`src/rtl/stream_pkg.sv`:
```
// Shared stream types: source identifiers and the round-robin reset pointer.
package stream_pkg;

  typedef enum logic {
    SRC_A = 1'b0,
    SRC_B = 1'b1
  } src_t;

  // Pointer starts at B so that A wins the first contention after reset.
  localparam src_t RST_LAST_SRC = SRC_B;

  function automatic src_t other_src(input src_t s);
    return (s == SRC_A) ? SRC_B : SRC_A;
  endfunction

endpackage

```
`src/rtl/mux.sv`:
```
// Single-bit 2:1 multiplexer used for data steering.
module mux (
  input  logic a,
  input  logic b,
  input  logic sel,
  output logic y
);

  assign y = sel ? b : a;

endmodule

```
`src/rtl/rr_grant2.sv`:
```
// Two-way round-robin grant decision; purely combinational.
module rr_grant2
  import stream_pkg::*;
(
  input  logic req_a,
  input  logic req_b,
  input  src_t last,
  output logic grant_a,
  output logic grant_b,
  output src_t sel
);

  always_comb begin
    grant_a = 1'b0;
    grant_b = 1'b0;
    sel     = SRC_A;
    case ({req_a, req_b})
      2'b10: begin
        grant_a = 1'b1;
        sel     = SRC_A;
      end
      2'b01: begin
        grant_b = 1'b1;
        sel     = SRC_B;
      end
      2'b11: begin
        // Contention: favour whichever source did not win last time.
        sel     = other_src(last);
        grant_a = (sel == SRC_A);
        grant_b = (sel == SRC_B);
      end
      default: ;
    endcase
  end

endmodule

```
`src/rtl/rr_stream_mux2.sv`:
```
// Two-input round-robin stream arbiter with a one-entry registered output.
module rr_stream_mux2
  import stream_pkg::*;
#(
  parameter int unsigned WIDTH = 8
) (
  input  logic             clk,
  input  logic             rst_n,
  input  logic             a_valid,
  input  logic [WIDTH-1:0] a_data,
  output logic             a_ready,
  input  logic             b_valid,
  input  logic [WIDTH-1:0] b_data,
  output logic             b_ready,
  output logic             out_valid,
  output logic [WIDTH-1:0] out_data,
  output logic             out_src,
  input  logic             out_ready
);

  logic             out_valid_q, out_valid_d;
  logic [WIDTH-1:0] out_data_q, out_data_d;
  src_t             out_src_q, out_src_d;
  src_t             last_src_q, last_src_d;

  logic             grant_a, grant_b;
  src_t             sel;
  logic [WIDTH-1:0] mux_data;
  logic             can_load;
  logic             load;

  rr_grant2 u_grant (
    .req_a   (a_valid),
    .req_b   (b_valid),
    .last    (last_src_q),
    .grant_a (grant_a),
    .grant_b (grant_b),
    .sel     (sel)
  );

  for (genvar i = 0; i < WIDTH; i++) begin : g_mux
    mux u_mux (
      .a   (a_data[i]),
      .b   (b_data[i]),
      .sel (sel == SRC_B),
      .y   (mux_data[i])
    );
  end

  always_comb begin
    can_load = !out_valid_q || out_ready;
    // Readies are forced low while reset is asserted.
    a_ready  = rst_n && can_load && grant_a;
    b_ready  = rst_n && can_load && grant_b;
    load     = a_ready || b_ready;

    out_valid_d = out_valid_q;
    out_data_d  = out_data_q;
    out_src_d   = out_src_q;
    last_src_d  = last_src_q;
    if (load) begin
      out_valid_d = 1'b1;
      out_data_d  = mux_data;
      out_src_d   = sel;
      last_src_d  = sel;
    end else if (out_ready) begin
      out_valid_d = 1'b0;
    end
  end

  always_ff @(posedge clk) begin
    if (!rst_n) begin
      out_valid_q <= 1'b0;
      out_data_q  <= '0;
      out_src_q   <= SRC_A;
      last_src_q  <= RST_LAST_SRC;
    end else begin
      out_valid_q <= out_valid_d;
      out_data_q  <= out_data_d;
      out_src_q   <= out_src_d;
      last_src_q  <= last_src_d;
    end
  end

  assign out_valid = out_valid_q;
  assign out_data  = out_data_q;
  assign out_src   = (out_src_q == SRC_B);

endmodule
```
`config.mk`:
```
export PLATFORM = sky130hd
export DESIGN_NAME = rr_stream_mux2
export DESIGN_NICKNAME = d
export VERILOG_FILES = /design/src/rtl/stream_pkg.sv /design/src/rtl/mux.sv /design/src/rtl/rr_grant2.sv /design/src/rtl/rr_stream_mux2.sv
export SDC_FILE = /design/constraint.sdc
export NUM_CORES = 1
export LEC_CHECK = 0
export ABC_AREA = 0
export BUFFER_PORTS_ARGS = -buffer_cell sky130_fd_sc_hd__buf_2
export CAP_MARGIN = 25
export CORE_MARGIN = 2
export CORE_UTILIZATION = 45
export CTS_CLUSTER_DIAMETER = 120
export DETAILED_ROUTE_END_ITERATION = 12
export PLACE_DENSITY = 0.81
export SLEW_MARGIN = 40
export SYNTH_ARGS = -nofsm -noshare
export SYNTH_HDL_FRONTEND = slang
export SYNTH_SLANG_ARGS = --single-unit
```
`constraint.sdc`:
```
create_clock -name clk -period 2.8 [get_ports clk]
set_input_delay 0.14 -clock clk [delete_from_list [all_inputs] [get_ports clk]]
set_output_delay 0.14 -clock clk [all_outputs]
set_load 0.02 [all_outputs]
```
=== After elaboration in Yosys (flattened, before gate mapping) ===
Index checks and enable logic that the tools add are counted.

* Reductions and logical operators: 7
* Equality and inequality tests: 3
* Muxes and demuxes: 13

{| class="wikitable"
|+ Operators with widths
! operator !! number
|-
| $mux W1 || 11
|-
| $eq A2 B2 Y1 const B || 2
|-
| $pmux W1 S2 || 2
|-
| $logic_and A1 B1 Y1 || 3
|-
| $eq A2 B1 Y1 const B || 1
|-
| $logic_or A1 B1 Y1 || 2
|-
| $reduce_bool A2 Y1 || 1
|-
| $logic_not A1 Y1 || 1
|}

* Logic and storage cells: 27
* Output and inout port bits: 12
* Bits of input ports: 21
* Register bits: 11

=== Depth between registers and ports, before layout ===
Gate-level depths: netlist (run 1).

* Depth in word-level cells: 6
* Mapped depth: 4
* Mapped depth without buffers: 3

=== By module ===
From an unflattened synthesis (run 1), not the netlist that was laid out.

* Cells, all modules: 64
* Area, all modules: 634.4 um2

{| class="wikitable"
|+ Modules (own cells, without submodules)
! module !! instances !! area each (um2) !! cells each !! sequential area each (um2)
|-
| rr_stream_mux2 || 1 || 488.0 || 52 || 220.2
|-
| mux || 8 || 15.0 || 1 || 0.0
|-
| rr_grant2 || 1 || 26.3 || 4 || 0.0
|}

=== Worst setup path after synthesis (run 1) ===
OpenSTA, ideal clock, no wires.

* Path type: reg-to-output
* Start point: reg out_valid_q, in the netlist out_valid
* End point: out a_ready
* Required time: 2.660 ns
* Path slack: 1.692 ns
* Arrival: 0.968 ns
* Stages on the path, launching flop included: 4
* Buffers on the path: 1
* Cell sequence: dfxtp_1 > nand2b_4 > buf_2 > and4_1

* Word-level cells in the longest chain between the ends: 4

{| class="wikitable"
|+ Ends and longest elaborated chain
! element !! line !! RTL
|-
| start: declaration || rr_stream_mux2.sv:21 || <nowiki>logic out_valid_q, out_valid_d;</nowiki>
|-
| start signal: assignment || rr_stream_mux2.sv:78 || <nowiki>out_valid_q <= out_valid_d;</nowiki>
|-
| $logic_not A1 Y1 || rr_stream_mux2.sv:51 || <nowiki>can_load = !out_valid_q || out_ready;</nowiki>
|-
| $logic_or A1 B1 Y1 || rr_stream_mux2.sv:51 ||
|-
| $logic_and A1 B1 Y1 (2 in series) || rr_stream_mux2.sv:53 || <nowiki>a_ready = rst_n && can_load && grant_a;</nowiki>
|-
| end: declaration || rr_stream_mux2.sv:11 || <nowiki>output logic a_ready,</nowiki>
|}

Every way passes these cells.

=== Final worst setup path (run 1) ===
* Start point: reg last_src_q
* End point: out a_ready

* Word-level cells in the longest chain between the ends: 2

{| class="wikitable"
|+ Ends and longest elaborated chain
! element !! line !! RTL
|-
| start: declaration || rr_stream_mux2.sv:24 || <nowiki>src_t last_src_q, last_src_d;</nowiki>
|-
| start signal: assignment || rr_stream_mux2.sv:81 || <nowiki>last_src_q <= last_src_d;</nowiki>
|-
| $pmux W1 S2 || rr_grant2.sv:17 || <nowiki>case ({req_a, req_b})</nowiki>
|-
| $logic_and A1 B1 Y1 || rr_stream_mux2.sv:53 ||
|}

Every way passes these cells.

==> impl_summary.md, run 1 <==
Run status
The flow ran to the end, and the final reports show no timing, DRC or antenna violations.

Worst setup path
The kind of cell with the highest combined delay along the critical path is simple AND/OR/NAND/NOR gates. The worst-path maximum fanout is 9. The required arrival time at the worst endpoint is 2660 ps. The critical path goes through nand2b_1, and4_1, buf_2.

The setup slack on the worst flop-to-flop path is 1680 ps. The longest individual stage delay on the worst path is 380 ps. The startpoint identified for the worst register-to-register timing path is out_valid.

The worst path buffer plus inverter count is 1. The kind of critical path is register to output pin. The worst register-to-register path has a depth of 3.

The worst setup path is captured at an output pin. The most critical setup path has its startpoint at last_src_q. The critical path crosses 3 cells after its start point. Following the worst setup path forward leads to its endpoint at a_ready. The worst register-to-register path ends at out_data[5]. The kind of start point of the critical path is a register.

The worst endpoint data arrival time is about 1400 ps. The critical path's slowest cell is sky130_fd_sc_hd__dfxtp_1.

Die
The die covers between 1500 and 2000 um2. The number of placement rows is 13. The effective utilization at floorplan is 0.465. The die width is around 40 um. The floorplan step defined a core boundary enclosing 1270 um2. The vertical extent of the die is 40.2 um. 33 I/O pins were placed.

Logic synthesis
The number of flip-flops and latches in the synthesized netlist is 11. The synthesized net count is 76. The fraction of the mapped netlist area in compound gates is 0.222. The synthesized-area fraction occupied by xor and xnor cells is 0. Synthesis produced 55 cells.

The area share of and/or/nand/nor cells after synthesis is 0.345. The Yosys warning count is 0. The top cell type by total area after synthesis is sky130_fd_sc_hd__dfxtp_1. The leading register cell type out of synthesis is sky130_fd_sc_hd__dfxtp_1. Of the total synthesized cell area, the portion taken by full adders, half adders and majority gates is 0. Counting distinct cell types in the post-synthesis netlist gives 19.

Counting flops with an async set or reset pin after synthesis yields a share of 0. The area of the mapped netlist is approximately 590 um2. The commonest cells after synthesis are sky130_fd_sc_hd__nand4b_1, sky130_fd_sc_hd__dfxtp_1, sky130_fd_sc_hd__o2111a_1. By area, the combinational part of the netlist is dominated by simple AND/OR/NAND/NOR gates. The mux share of post-synthesis cell area is 0. The register area share after synthesis is 0.373.

Yosys instantiated no cell more often than sky130_fd_sc_hd__nand4b_1. Ranked by total cell area, the synthesized netlist is headed by sky130_fd_sc_hd__dfxtp_1, sky130_fd_sc_hd__nand4b_1, sky130_fd_sc_hd__o2111a_1, sky130_fd_sc_hd__buf_2, sky130_fd_sc_hd__a21boi_1. A synthesized cell averages 10.7 um2.

The count of flip-flops with a built-in enable after synthesis is 0. The share of synthesized area in the top cell type comes to 0.373.

Timing
Setup repair after global routing left no endpoint under its margin. Headroom to the max-slew limit came out at 0.796. The accumulated negative setup slack is 0 ps.

For the finished layout, the period the worst path requires is 1490 ps. The final hold violation count is 0. The count of pins over their slew limit is 0.

Setup violations remaining at the end of the flow were counted as 0. For the pin with the worst max-slew slack, the measured transition is approximately 300 ps. The fmax is 669 MHz. The clock arrives with 6.34 ps of skew. The final critical-path share of the clock period is 0.534. The worst hold slack across all endpoints is 183 ps.

CTS
Post-CTS repair changed the size of 0 cells. The clock latency of the later-clocked register in the worst-skew pair is 270 ps. For this design, the CTS-stage hold fixing added 0 buffers.

TritonCTS built the clock tree. CTS saw 11 sinks. The depth of the CTS H-tree is 1. The number of buffers created by CTS is 3. The deepest clock path buffer count is 2. In this run the post-CTS setup repair buffer count came out at 0. Clock-pin slew was measured on the worst setup and hold paths at 70 ps. The root buffer cell is sky130_fd_sc_hd__clkbuf_4.

Power and ir drop
IR analysis of the VDD net gives a maximum drop of 295 uV. The internal portion of the total power is 270 uW. Of the total power, registers draw 0.465. Of the total power, the share spent switching nets is 0.295. The analysis attributes to cell leakage a power of between 0.3 and 0.4 nW. The proportion of power drawn by combinational gates is 0.255. The clock share of power is 0.280. Power spread over the standard cell area amounts to 504 nW/um2. The net switching power figure is 113 uW.

Global routing
Global routing finished with a remaining overflow of 0. The maximum number of pins on one net before global-route repair is 24. The via count of the first global-routing pass is between 400 and 500. The first-pass GRT wire length is ~2000 um. The total track usage is 0.189. The initial antenna violation count is 0.

Routing
The total wirelength of the detailed-routed design is 1350 um. Dividing the detail-routed wire length by the instance count gives 13.5 um. The pre-antenna-repair detailed-routing pass consisted of 4 iterations. Using the TritonRoute via totals, the vias-per-cell ratio works out to 5.64. The DRC violation total after the first TritonRoute iteration is 9.

The final antenna-violating net count is 0. After detailed routing, the number of remaining DRC violations is 0. The number of vias after detailed routing is 564.

Cells and area
In the final design database the tool counted ~110 nets. The fraction of final layout cells with drive strength greater than 1 is 0.471. Compared with the post-synthesis result, the final layout area differs by 28.8%.

The repair_antennas step left the layout with diodes totalling 0.

Placement
The half-perimeter wire length after placement is just under 1000 um. The number of buffers added on ports is 32. Routability-driven placement finished with a final weighted congestion of 0.715.

Hold path
The class of the tightest hold or removal check is primary input to register.

Run
The tool flagged a number of max-cap violations equal to 0.
sequential cells by signal, indices dropped and copies added, names as in the netlist:
signal      cells
last_src_q      1
out_data        8
out_src         1
out_valid       1
layout make-up:
cell class | instances | area [um2]
clock buffer | 4 | 26.3
sequential | 11 | 220
timing repair buffer | 32 | 160
multi-input combinational | 38 | 335
fill | 126 | 508
tap | 15 | 18.8
worst min-delay path by stage:
| stage | from | endpoint | slack, ps | depth (start not counted) |
|---|---|---|---|---|
| after floorplan | rst_n | out_valid | 290 | 1 |
| after CTS | rst_n | last_src_q | 180 | 2 |
| after global placement | rst_n | last_src_q | 450 | 2 |
| after global routing | rst_n | last_src_q | 200 | 2 |
| after detailed placement | rst_n | last_src_q | 450 | 2 |
| final | rst_n | last_src_q | 180 | 2 |
layout by cell type (no fill, tap or decap):
master                      n
sky130_fd_sc_hd__and3_2     1
sky130_fd_sc_hd__o21a_2     1
sky130_fd_sc_hd__nand2_2    1
sky130_fd_sc_hd__and3_4     1
sky130_fd_sc_hd__nor2_1     1
sky130_fd_sc_hd__clkbuf_4   3
sky130_fd_sc_hd__o2111a_1   8
sky130_fd_sc_hd__a21boi_1   2
sky130_fd_sc_hd__dfxtp_1   11
sky130_fd_sc_hd__buf_2     32
sky130_fd_sc_hd__clkbuf_1   1
sky130_fd_sc_hd__and2_1     1
sky130_fd_sc_hd__and4_1     1
sky130_fd_sc_hd__a21oi_1    1
sky130_fd_sc_hd__nand2b_4   1
sky130_fd_sc_hd__o21ai_1    1
sky130_fd_sc_hd__nand4b_1  16
sky130_fd_sc_hd__o21a_1     1
sky130_fd_sc_hd__nand2b_1   1
power groups by stage:
stage	logic, mW	clock network, mW	registers (mW)
global route	0.106	0.116	0.181
global placement	0.0967	0	0.181
detailed placement	0.0972	0	0.182
floorplan	0.0488	0	0.199
finish	0.0976	0.107	0.178
CTS	0.0977	0.110	0.179
stage by stage:
step / instance area (um2) / setup WS, ps / std cells / power [mW] / util
floorplan: 591 / 1690 / 55 / 0.247 / -
global placement: 734 / 1630 / 96 / 0.278 / 0.579
detailed placement: 734 / 1620 / 96 / 0.280 / 0.579
CTS: 761 / 1320 / 100 / 0.387 / 0.600
global route: 761 / 1240 / 100 / 0.403 / 0.600
finish: 761 / 1310 / 100 / 0.383 / 0.600
cell families (layout without fill, tap and decap cells):
| family | after synthesis | count (layout) |
|---|---|---|
| compound gates | 14 | 14 |
| buf+inv | 6 | 36 |
| flops | 11 | 11 |
| simple gates | 24 | 24 |
layer usage:
layer	wire length (um)	track usage	vias up	share of wire
met5	0	0	-	0
met4	13	0.0750	0	0.0096
met3	99	0.0333	2	0.073
met2	584	0.294	24	0.43
met1	654	0.256	250	0.48
li1	-	-	288	-
No activity file was read; power rests on OpenSTA's default activity.
==> run 2, diff against run 1 <==
Settings changed: CORE_UTILIZATION 45 to 41, PLACE_DENSITY 0.81 to 0.75.
Clock period 2.8 ns to 1.6 ns, I/O delays scaled along.
==> impl_summary.md, run 2 (synthesis results as in run 1) <==
CTS
The clock latency of the later-clocked register in the worst-skew pair is 260 ps (about the same). The deepest clock path buffer count is 2 (unchanged). The number of setup buffers added after CTS is 0 (unchanged).

TritonCTS built the clock tree. The depth of the CTS H-tree is 1 (unchanged). In this run the clock root is driven by a sky130_fd_sc_hd__clkbuf_4.

The number of sinks handled by clock tree synthesis was 11 (unchanged). The clock input transition at the sequential cells of the worst setup and hold paths is 70 ps (about the same). The number of resized instances in the post-cts repair step was 0 (unchanged). The number of buffers created by CTS is 3 (unchanged). The count of hold-fix buffers inserted at cts is 0 (unchanged).

Global routing
The total congestion overflow after global routing is 0 (unchanged). The maximum number of pins on one net before global-route repair is 24 (unchanged). The initial antenna violation count is 0 (unchanged). The total track usage is 0.158 (-0.0304). The first-pass GRT wire length is 2230 um (+9.5%). The via count of the first global-routing pass came to 506 (+2.2%).

Placement
The half-perimeter wire length after placement is 949 um (-2.6%). The weighted congestion reported at the end of routability-driven placement is 0.704 (-1.5%). The post-placement worst setup slack is 493 ps (-1130 ps). The number of cells in the design after placement is 96 (unchanged). The number of buffers added on ports came to 32 (unchanged). The total placed instance area was 734 um2 (unchanged).

Run status
The run finished with clean final reports.

Power and ir drop
The total power density per cell area is 871 nW/um2 (+73%). The net switching power figure is 191 uW (+69%). The leakage power is 0.335 nW (unchanged). The switching portion of total power is 0.288 (-0.00738). The total internal power is 472 uW (+75%). The power after layout is 663 uW (+73%). The worst IR drop on VDD is 675 uV (+130%).

The proportion of power drawn by combinational gates is 0.255 (about the same). The register share of total power came to 0.471 (+0.006). The clock share of power is 0.274 (-0.006).

Timing
Derived from the worst setup path, the maximum achievable clock frequency is 720 MHz. For the finished layout, the period the worst path requires is roughly 1400 ps. The worst setup skew after layout came to 4.25 ps (-2.09 ps). The number of setup violations in the final report is 0 (unchanged). The count of pins over their slew limit is 0 (unchanged). The slack of the critical path is 211 ps (-1090 ps). The transition time at the pin with the least slew margin is 306 ps (-0.261 ps). The worst hold slack across all endpoints was 140 ps (-43.1 ps). Of the available clock period, the critical path in the final layout requires 0.868. The final hold violation count is 0 (unchanged). Setup repair after global routing left no endpoint under its margin. The accumulated negative setup slack is 0 ps (unchanged). The headroom to the max-slew limit is 0.796 (about the same).

Worst setup path
The longest individual stage delay on the worst path is 370 ps (about the same). The worst-path maximum fanout is 9 (unchanged). The kind of critical path is register to output pin. The kind of end point of the critical path is an output pin. The worst endpoint data arrival time was 1310 ps (-40 ps). The critical path's slowest cell is sky130_fd_sc_hd__dfxtp_1.

The required arrival time at the worst endpoint was 1520 ps (-1140 ps). The worst setup path is launched from a register. The signal on the critical path passes through nand2b_1, and4_1, buf_2.

Cells and area
The final design instance area without fill was 761 um2 (unchanged). The fraction of final layout cells with drive strength greater than 1 was 0.471 (unchanged). The count of antenna diodes in the layout is 0 (unchanged).

In the layout the commonest cells are sky130_fd_sc_hd__buf_2, sky130_fd_sc_hd__nand4b_1, sky130_fd_sc_hd__dfxtp_1. The non-filler instance count after layout was 100 (unchanged). Leaving out fill and tap cells, the most frequent cell in the layout is sky130_fd_sc_hd__buf_2.

The final standard cell utilization of the core is 0.577 (-0.0222). The total number of nets in the final design is 107 (unchanged). The synthesis-to-layout area growth is 28.8% (unchanged). The flip-flop count of the largest register after layout is 8 (unchanged).

Die
The effective utilization at floorplan is 0.448 (-0.0172). The number of placement rows is 13 (unchanged). The vertical extent of the die is 42.0 um (+4.3%). The area of the die is 1760 um2 (+8.8%). The top-level port count is 33 (unchanged). The die width is 42.0 um (+4.3%). The area of the core is 1320 um2 (+3.8%).

Routing
The DRC violations left is 0 (unchanged). The final antenna-violating net count is 0 (unchanged). The DRC violation total after the first TritonRoute iteration is 11 (+2). The routed via count divided by cell count is 5.53 (-2.0%).

The total wirelength of the detailed-routed design is 1290 um (-4.4%). The number of vias after detailed routing is 553 (-2.0%). The post-detailed-route wirelength per cell is 12.9 um (-4.4%). The number of iterations in the first detailed-routing pass is 4 (unchanged).

Run
The number of max-capacitance violations reported was 0 (unchanged).

Hold path
The path class of the tightest hold or removal check is primary input to register.
==> run 2: worst max-delay path, delay by kind of cell, from the launching register on <==
kind	cells	cell delay, ps
flip-flops	1	370
AND/OR/NAND/NOR	2	530
buffers and inverters	1	160
==> run 2: layer usage <==
layer,global-route usage,vias up,part of all wire
li1,-,289,-
met4,0.0387,0,0.012
met3,0.0348,2,0.060
met1,0.215,247,0.45
met2,0.253,15,0.48
met5,0,-,0
==> run 2: worst paths after layout <==
check / startpoint / to / slack [ps] / cells after the start
min reg2reg: out_data[7] / out_data[7] / 530 / 1
max reg2reg: out_valid / out_data[5] / 490 / 3
max: last_src_q / a_ready / 210 / 3
min: rst_n / last_src_q / 140 / 2
==> run 2: power groups by stage <==
stage	clock network [mW]	registers, mW	logic, mW
after floorplan	0	0.348	0.0854
after global placement	0	0.317	0.170
after detailed placement	0	0.319	0.171
after CTS	0.187	0.312	0.171
after global routing	0.204	0.315	0.185
final	0.182	0.312	0.169
==> run 2: final cells by class <==
| cell class | count | area (um2) |
|---|---|---|
| Timing Repair Buffer | 32 | 160 |
| Tap cell | 15 | 18.8 |
| Sequential cell | 11 | 220 |
| Fill cell | 141 | 557 |
| Multi-Input combinational cell | 38 | 335 |
| Clock buffer | 4 | 26.3 |
